### src/rtl/yin_pkg.sv
// Shared constants and FSM state encoding for the YIN lag sweeper.
package yin_pkg;

  // Width of the difference value d(tau) returned by the engine
  localparam int INTERMEDIATE_DATA_WIDTH = 64;
  // Last lag swept (20 ms)
  localparam int MAX_TAU   = 40;
  // Width of every lag-valued signal
  localparam int TAU_WIDTH = 6;
  // First lag eligible for threshold detection
  localparam int TAU_MIN   = 2;
  // CMNDF threshold in Q0.8 (38/256 ~= 0.15)
  localparam int THRESH    = 38;
  // Maximum cycles spent waiting on the engine for one lag
  localparam int TIMEOUT   = 512;
  // Fractional bits of the threshold format
  localparam int Q_BITS    = 8;
  // Running sum of up to 64 lags of 64-bit d never overflows 70 bits
  localparam int SUM_WIDTH = 70;
  // Width of the cross-multiplied threshold comparison
  localparam int CMP_WIDTH = 80;

  typedef enum logic [2:0] {
    ST_IDLE = 3'd0,
    ST_LOAD = 3'd1,
    ST_WAIT = 3'd2,
    ST_EVAL = 3'd3,
    ST_DONE = 3'd4
  } sweep_state_e;

endpackage

### src/rtl/yin_cmndf_cmp.sv
// Division-free CMNDF threshold test: d*tau*2^Q < THRESH*S, unsigned at 80 bits.
module yin_cmndf_cmp
  import yin_pkg::*;
#(
  parameter int D_WIDTH   = INTERMEDIATE_DATA_WIDTH,
  parameter int S_WIDTH   = SUM_WIDTH,
  parameter int LAG_MIN   = TAU_MIN,
  parameter int THRESH_Q8 = THRESH
) (
  input  logic [D_WIDTH-1:0]   d,
  input  logic [TAU_WIDTH-1:0] tau,
  input  logic [S_WIDTH-1:0]   s,
  output logic                 hit
);

  logic [CMP_WIDTH-1:0] w_lhs;
  logic [CMP_WIDTH-1:0] w_rhs;

  // d(tau) / ((1/tau) * S) < THRESH/256 rearranged so that no divider is needed
  assign w_lhs = (CMP_WIDTH'(d) * CMP_WIDTH'(tau)) << Q_BITS;
  assign w_rhs = CMP_WIDTH'(THRESH_Q8) * CMP_WIDTH'(s);

  // A zero running sum means silence: the normalised value is undefined, never a hit
  assign hit = (tau >= TAU_WIDTH'(LAG_MIN)) && (s != '0) && (w_lhs < w_rhs);

endmodule

### src/rtl/yin_tau_sweeper.sv
// Sweeps lags 1..MAX_TAU through an external difference engine and reports the
// first lag whose cumulative-mean-normalised difference falls below threshold.
module yin_tau_sweeper #(
  parameter int INTERMEDIATE_DATA_WIDTH = yin_pkg::INTERMEDIATE_DATA_WIDTH,
  parameter int MAX_TAU                 = yin_pkg::MAX_TAU,
  parameter int TAU_MIN                 = yin_pkg::TAU_MIN,
  parameter int THRESH                  = yin_pkg::THRESH,
  parameter int TIMEOUT                 = yin_pkg::TIMEOUT
) (
  input  logic                                clk,
  input  logic                                reset_n,
  input  logic                                start,
  output logic [yin_pkg::TAU_WIDTH-1:0]       diff_tau,
  output logic                                diff_reset,
  input  logic                                diff_ready,
  input  logic [INTERMEDIATE_DATA_WIDTH-1:0]  diff_value,
  output logic                                busy,
  output logic                                done,
  output logic [yin_pkg::TAU_WIDTH-1:0]       period,
  output logic                                period_valid,
  output logic                                error
);

  import yin_pkg::*;

  localparam int DW   = INTERMEDIATE_DATA_WIDTH;
  localparam int TW   = TAU_WIDTH;
  localparam int SW   = SUM_WIDTH;
  localparam int TO_W = $clog2(TIMEOUT + 1);

  sweep_state_e    r_state;
  sweep_state_e    w_state_next;
  logic [TW-1:0]   r_tau;
  logic [TW-1:0]   w_tau_next;
  logic [SW-1:0]   r_sum;
  logic [SW-1:0]   w_sum_next;
  logic [SW-1:0]   w_sum_new;
  logic [DW-1:0]   r_d;
  logic [DW-1:0]   w_d_next;
  logic [TO_W-1:0] r_to_cnt;
  logic [TO_W-1:0] w_to_cnt_next;
  logic [TO_W-1:0] w_to_cnt_inc;
  logic [TW-1:0]   r_diff_tau;
  logic [TW-1:0]   w_diff_tau_next;
  logic            r_diff_reset;
  logic            w_diff_reset_next;
  logic            r_busy;
  logic            w_busy_next;
  logic            r_done;
  logic            w_done_next;
  logic [TW-1:0]   r_period;
  logic [TW-1:0]   w_period_next;
  logic            r_period_valid;
  logic            w_period_valid_next;
  logic            r_error;
  logic            w_error_next;
  logic            w_hit;

  // S after adding the d latched for the current lag
  assign w_sum_new    = r_sum + SW'(r_d);
  assign w_to_cnt_inc = r_to_cnt + TO_W'(1);

  yin_cmndf_cmp #(
    .D_WIDTH   (DW),
    .S_WIDTH   (SW),
    .LAG_MIN   (TAU_MIN),
    .THRESH_Q8 (THRESH)
  ) u_cmp (
    .d   (r_d),
    .tau (r_tau),
    .s   (w_sum_new),
    .hit (w_hit)
  );

  // Sweep FSM state register
  always_ff @(posedge clk or negedge reset_n) begin
    if (!reset_n) begin
      r_state <= ST_IDLE;
    end else begin
      r_state <= w_state_next;
    end
  end

  // Next state plus next values of every datapath and output register
  always_comb begin
    w_state_next        = r_state;
    w_tau_next          = r_tau;
    w_sum_next          = r_sum;
    w_d_next            = r_d;
    w_to_cnt_next       = r_to_cnt;
    w_diff_tau_next     = r_diff_tau;
    w_busy_next         = r_busy;
    w_done_next         = 1'b0;
    w_period_next       = r_period;
    w_period_valid_next = r_period_valid;
    w_error_next        = r_error;
    case (r_state)
      ST_IDLE: begin
        if (start) begin
          w_tau_next          = TW'(1);
          w_sum_next          = '0;
          w_period_next       = '0;
          w_period_valid_next = 1'b0;
          w_error_next        = 1'b0;
          w_busy_next         = 1'b1;
          // Lag is presented to the engine already during LOAD
          w_diff_tau_next     = TW'(1);
          w_state_next        = ST_LOAD;
        end
      end
      ST_LOAD: begin
        w_to_cnt_next = '0;
        w_state_next  = ST_WAIT;
      end
      ST_WAIT: begin
        if (diff_ready) begin
          w_d_next     = diff_value;
          w_state_next = ST_EVAL;
        end else if (w_to_cnt_inc == TO_W'(TIMEOUT)) begin
          w_to_cnt_next       = w_to_cnt_inc;
          w_error_next        = 1'b1;
          w_period_next       = '0;
          w_period_valid_next = 1'b0;
          w_busy_next         = 1'b0;
          w_done_next         = 1'b1;
          w_state_next        = ST_DONE;
        end else begin
          w_to_cnt_next = w_to_cnt_inc;
        end
      end
      ST_EVAL: begin
        w_sum_next = w_sum_new;
        if (w_hit) begin
          w_period_next       = r_tau;
          w_period_valid_next = 1'b1;
          w_busy_next         = 1'b0;
          w_done_next         = 1'b1;
          w_state_next        = ST_DONE;
        end else if (r_tau == TW'(MAX_TAU)) begin
          w_period_next       = '0;
          w_period_valid_next = 1'b0;
          w_busy_next         = 1'b0;
          w_done_next         = 1'b1;
          w_state_next        = ST_DONE;
        end else begin
          w_tau_next      = r_tau + TW'(1);
          w_diff_tau_next = r_tau + TW'(1);
          w_state_next    = ST_LOAD;
        end
      end
      ST_DONE: begin
        w_state_next = ST_IDLE;
      end
      default: begin
        w_state_next = ST_IDLE;
      end
    endcase
    // Engine is held in reset everywhere except while its sum is being built
    w_diff_reset_next = (w_state_next != ST_WAIT);
  end

  // Datapath and registered outputs; reset aborts any sweep without a done pulse
  always_ff @(posedge clk or negedge reset_n) begin
    if (!reset_n) begin
      r_tau          <= '0;
      r_sum          <= '0;
      r_d            <= '0;
      r_to_cnt       <= '0;
      r_diff_tau     <= '0;
      r_diff_reset   <= 1'b1;
      r_busy         <= 1'b0;
      r_done         <= 1'b0;
      r_period       <= '0;
      r_period_valid <= 1'b0;
      r_error        <= 1'b0;
    end else begin
      r_tau          <= w_tau_next;
      r_sum          <= w_sum_next;
      r_d            <= w_d_next;
      r_to_cnt       <= w_to_cnt_next;
      r_diff_tau     <= w_diff_tau_next;
      r_diff_reset   <= w_diff_reset_next;
      r_busy         <= w_busy_next;
      r_done         <= w_done_next;
      r_period       <= w_period_next;
      r_period_valid <= w_period_valid_next;
      r_error        <= w_error_next;
    end
  end

  assign diff_tau     = r_diff_tau;
  assign diff_reset   = r_diff_reset;
  assign busy         = r_busy;
  assign done         = r_done;
  assign period       = r_period;
  assign period_valid = r_period_valid;
  assign error        = r_error;

endmodule

### config.mk
export PLATFORM = sky130hd
export DESIGN_NAME = yin_tau_sweeper
export DESIGN_NICKNAME = d
export VERILOG_FILES = /design/src/rtl/yin_pkg.sv /design/src/rtl/yin_cmndf_cmp.sv /design/src/rtl/yin_tau_sweeper.sv
export SDC_FILE = /design/constraint.sdc
export NUM_CORES = 2
export LEC_CHECK = 0
export ABC_AREA = 1
export CAP_MARGIN = 10
export CORE_MARGIN = 2
export CORE_UTILIZATION = 33
export DETAILED_ROUTE_END_ITERATION = 10
export GPL_ROUTABILITY_DRIVEN = 1
export PLACE_DENSITY = 0.48
export SLEW_MARGIN = 20
export SYNTH_ARGS = -nofsm -noshare
export SYNTH_HDL_FRONTEND = slang
export SYNTH_SLANG_ARGS = --single-unit
### constraint.sdc
create_clock -name clk -period 19 [get_ports clk]
set_clock_uncertainty 0.2 [all_clocks]
set_input_delay 3.8 -clock clk [delete_from_list [all_inputs] [get_ports clk]]
set_output_delay 3.8 -clock clk [all_outputs]
set_load 0.1 [all_outputs]
==> flow_metrics.tcl <==
set metrics [dict create \
    status "complete, no violations" \
    whs_path_depth 2 \
    synth_flop_cell "dfrtp_1" \
    drc 0 \
    post_cts_buffers 0 \
    syn-num-nets 5929 \
    synthDistinctLibCells 52 \
    finalNetCount 5963 \
    slowest_delay_ns 0.56 \
    rrSetupSlack_ns 9.99 \
    met2_usage 0.366 \
    cap_violations 0 \
    tritoncts "done" \
    netlist_instances 5185 \
    critical_path_arrival_ns 9.23 \
    antenna_found_initial 6 \
    synth_edf_count 0 \
    vias 32500 \
    fin_tns_setup_ns 0 \
    crit_top_cell "nand2_1" \
    critPathKind "reg -> reg" \
    setup_viol 0 \
    worst_setup_path_end_kind "flop" \
    grt_pass1_wl_mm 192 \
    tightest_slew_ns 1.03 \
    grtUsageMet1 0.340 \
    reg2reg_depth 46 \
    drive_gt1_frac 0.0205 \
    drtIter0Drc 2267 \
    first_pass_iters 6 \
    antenna_left 0 \
    max-slew-margin-rel 0.316 \
    wire_per_inst_um 18.5 \
    num_rows 117 \
    grt_most_used_layer "met2" \
    worst-path-stages 46 \
    detailedPlacementHpwl_mm 103 \
    grt_max_degree 91 \
    core_area_um2 102000 \
    path_buf_inv 7 \
    cts_buffer_depth 2 \
    cts.clk_slew.worst_paths_ns 0.09 \
    cp.required_ns 19.22 \
    syn-cell-area_um2 33900 \
    grt_pass1_vias 32900 \
    cpLargestDelayFamily "simple AND/OR/NAND/NOR gates" \
    die_w_um 324 \
    hold_buffers 0 \
    die_h_um 324 \
    clk_root_buffer_cell "clkbuf_16" \
    fin_crit_ns 9.01 \
    start_kind "flop" \
    met3_usage 0.0265 \
    wl_mm 122 \
    seq_area_frac_synth 0.121 \
    hp-class "reg -> reg" \
    grt_overflow 0 \
    cts-resized-gates 0 \
    clock_latency_ns 0.54 \
    clock_sinks 164 \
    grt_setup_unrepaired "no" \
    synthToLayoutAreaGrowth_pct 8.81 \
    vias_per_cell 4.93 \
    async_flop_share 1.00 \
    worst-path-max-fanout 8 \
    synth_top_area_share 0.187 \
    start_util 0.333 \
    finalHoldViolations 0 \
    cp_slowest_cell "nor2_1" \
    ctsHtreeMaxLevel 4 \
    num_io_pins 85 \
    synth_area_leader_cell "fa_1" \
    synth_top_cells_by_area "fa_1 19%, nand2_1 17%, ha_1 13%" \
    numPortBuffers 84 \
    ys_seq_elements 164 \
    fin_crit_sh 0.474 \
    numCtsBuffers 17 \
    dieArea_um2 105000 \
    fmax_ghz 0.111 \
    yosysWarnings 0 \
    syn_area_per_cell_um2 6.53 \
    grt.total_usage 0.235 \
    place.gp.congestion 0.984 \
    slew_viol_final 0 \
]
## worst min-delay path: stages (launching register included)
cell	delay [ns]
dfrtp_1	0.36
nand2_1	0.06
nand2_1	0.04
## area by class of cell
cell class / instances / area [µm²]
fillers: 11300 / 64900
multi-input cells: 3815 / 25200
inverters: 1123 / 4220
flip-flops and latches: 164 / 4110
well taps: 1368 / 1710
repair buffers: 98 / 950
clock buffers: 17 / 425
clock inverters: 15 / 184
diodes: 1 / 2.50
## registers in the layout, indices dropped and copies added, names as in the netlist
signal,cells
diff_tau,6
period,6
done,1
diff_reset,1
busy,1
r_d,64
error,1
period_valid,1
r_state,3
r_to_cnt,10
r_sum,70
## metal layers
metal  vias to the layer above  share of wire
li1                      16100              -
met4                         0          0.028
met5                         -              0
met1                     15600           0.50
met2                       671           0.44
met3                       131          0.041
## layout by cell type (no fill, tap or decap), types with 12 or more instances in the layout
cell type and count:
nor3_1 41, nand3b_1 22, o21bai_1 25, fa_1 316, a31oi_1 35, ha_1 360
xnor2_1 80, nand2_2 16, o21a_1 32, nand2_1 1528, buf_4 14, clkbuf_16 17
nand3_1 223, o22ai_1 12, clkdlybuf4s50_1 83, o21ai_0 188, xor2_1 66, nor2_1 410
nand4_1 43, a21oi_1 322, inv_1 1109, dfrtp_1 157
## cell usage after synthesis, types with 41 or more instances
| cell | n |
|---|---|
| nand4_1 | 43 |
| ha_1 | 360 |
| inv_1 | 1111 |
| fa_1 | 316 |
| nand2_1 | 1528 |
| o21ai_0 | 188 |
| xor2_1 | 66 |
| nor2_1 | 411 |
| xnor2_1 | 80 |
| dfrtp_1 | 163 |
| a21oi_1 | 322 |
| nand3_1 | 224 |
| clkbuf_1 | 52 |
| nor3_1 | 41 |
## final timing paths
check,start,end
worst max-delay path,r_d[0]$_DFFE_PN0P_,period[2]$_DFFE_PN0P_
worst min-delay path,error$_DFFE_PN0P_,error$_DFFE_PN0P_
worst max register to register,r_d[0]$_DFFE_PN0P_,period[2]$_DFFE_PN0P_
worst min register to register,error$_DFFE_PN0P_,error$_DFFE_PN0P_
max in group asynchronous,reset_n,diff_tau[2]$_DFFE_PN0P_
min in group asynchronous,reset_n,r_sum[2]$_DFFE_PN0P_
## cells by family (layout without fill, tap and decap cells)
kind of cell / after synthesis / in the layout / synth area share
flops: 164 / 164 / 0.121
simple gates: 2320 / 2320 / 0.278
other cells: 0 / 1 / 0
xor+xnor: 146 / 146 / 0.0378
compound gates: 673 / 673 / 0.110
buf+inv: 1206 / 1253 / 0.134
fa+ha+maj: 676 / 676 / 0.320
## through the flow
stage / cell area [µm²] / util / cells / hold WS [ns] / worst slack [ns]
detailed placement: 36200 / 0.356 / 6568 / 0.266 / 9.95
global placement: 36200 / 0.356 / 6568 / 0.257 / 9.94
global route: 36800 / 0.362 / 6600 / 0.308 / 9.18
finish: 36900 / 0.362 / 6601 / 0.284 / 9.99
CTS: 36800 / 0.362 / 6600 / 0.288 / 9.89
floorplan: 33900 / - / 5185 / 0.282 / 11.72
Power is left out: the tool's default activity adds up to more than one toggle a clock period on the data nets, which glitch-free logic cannot reach.
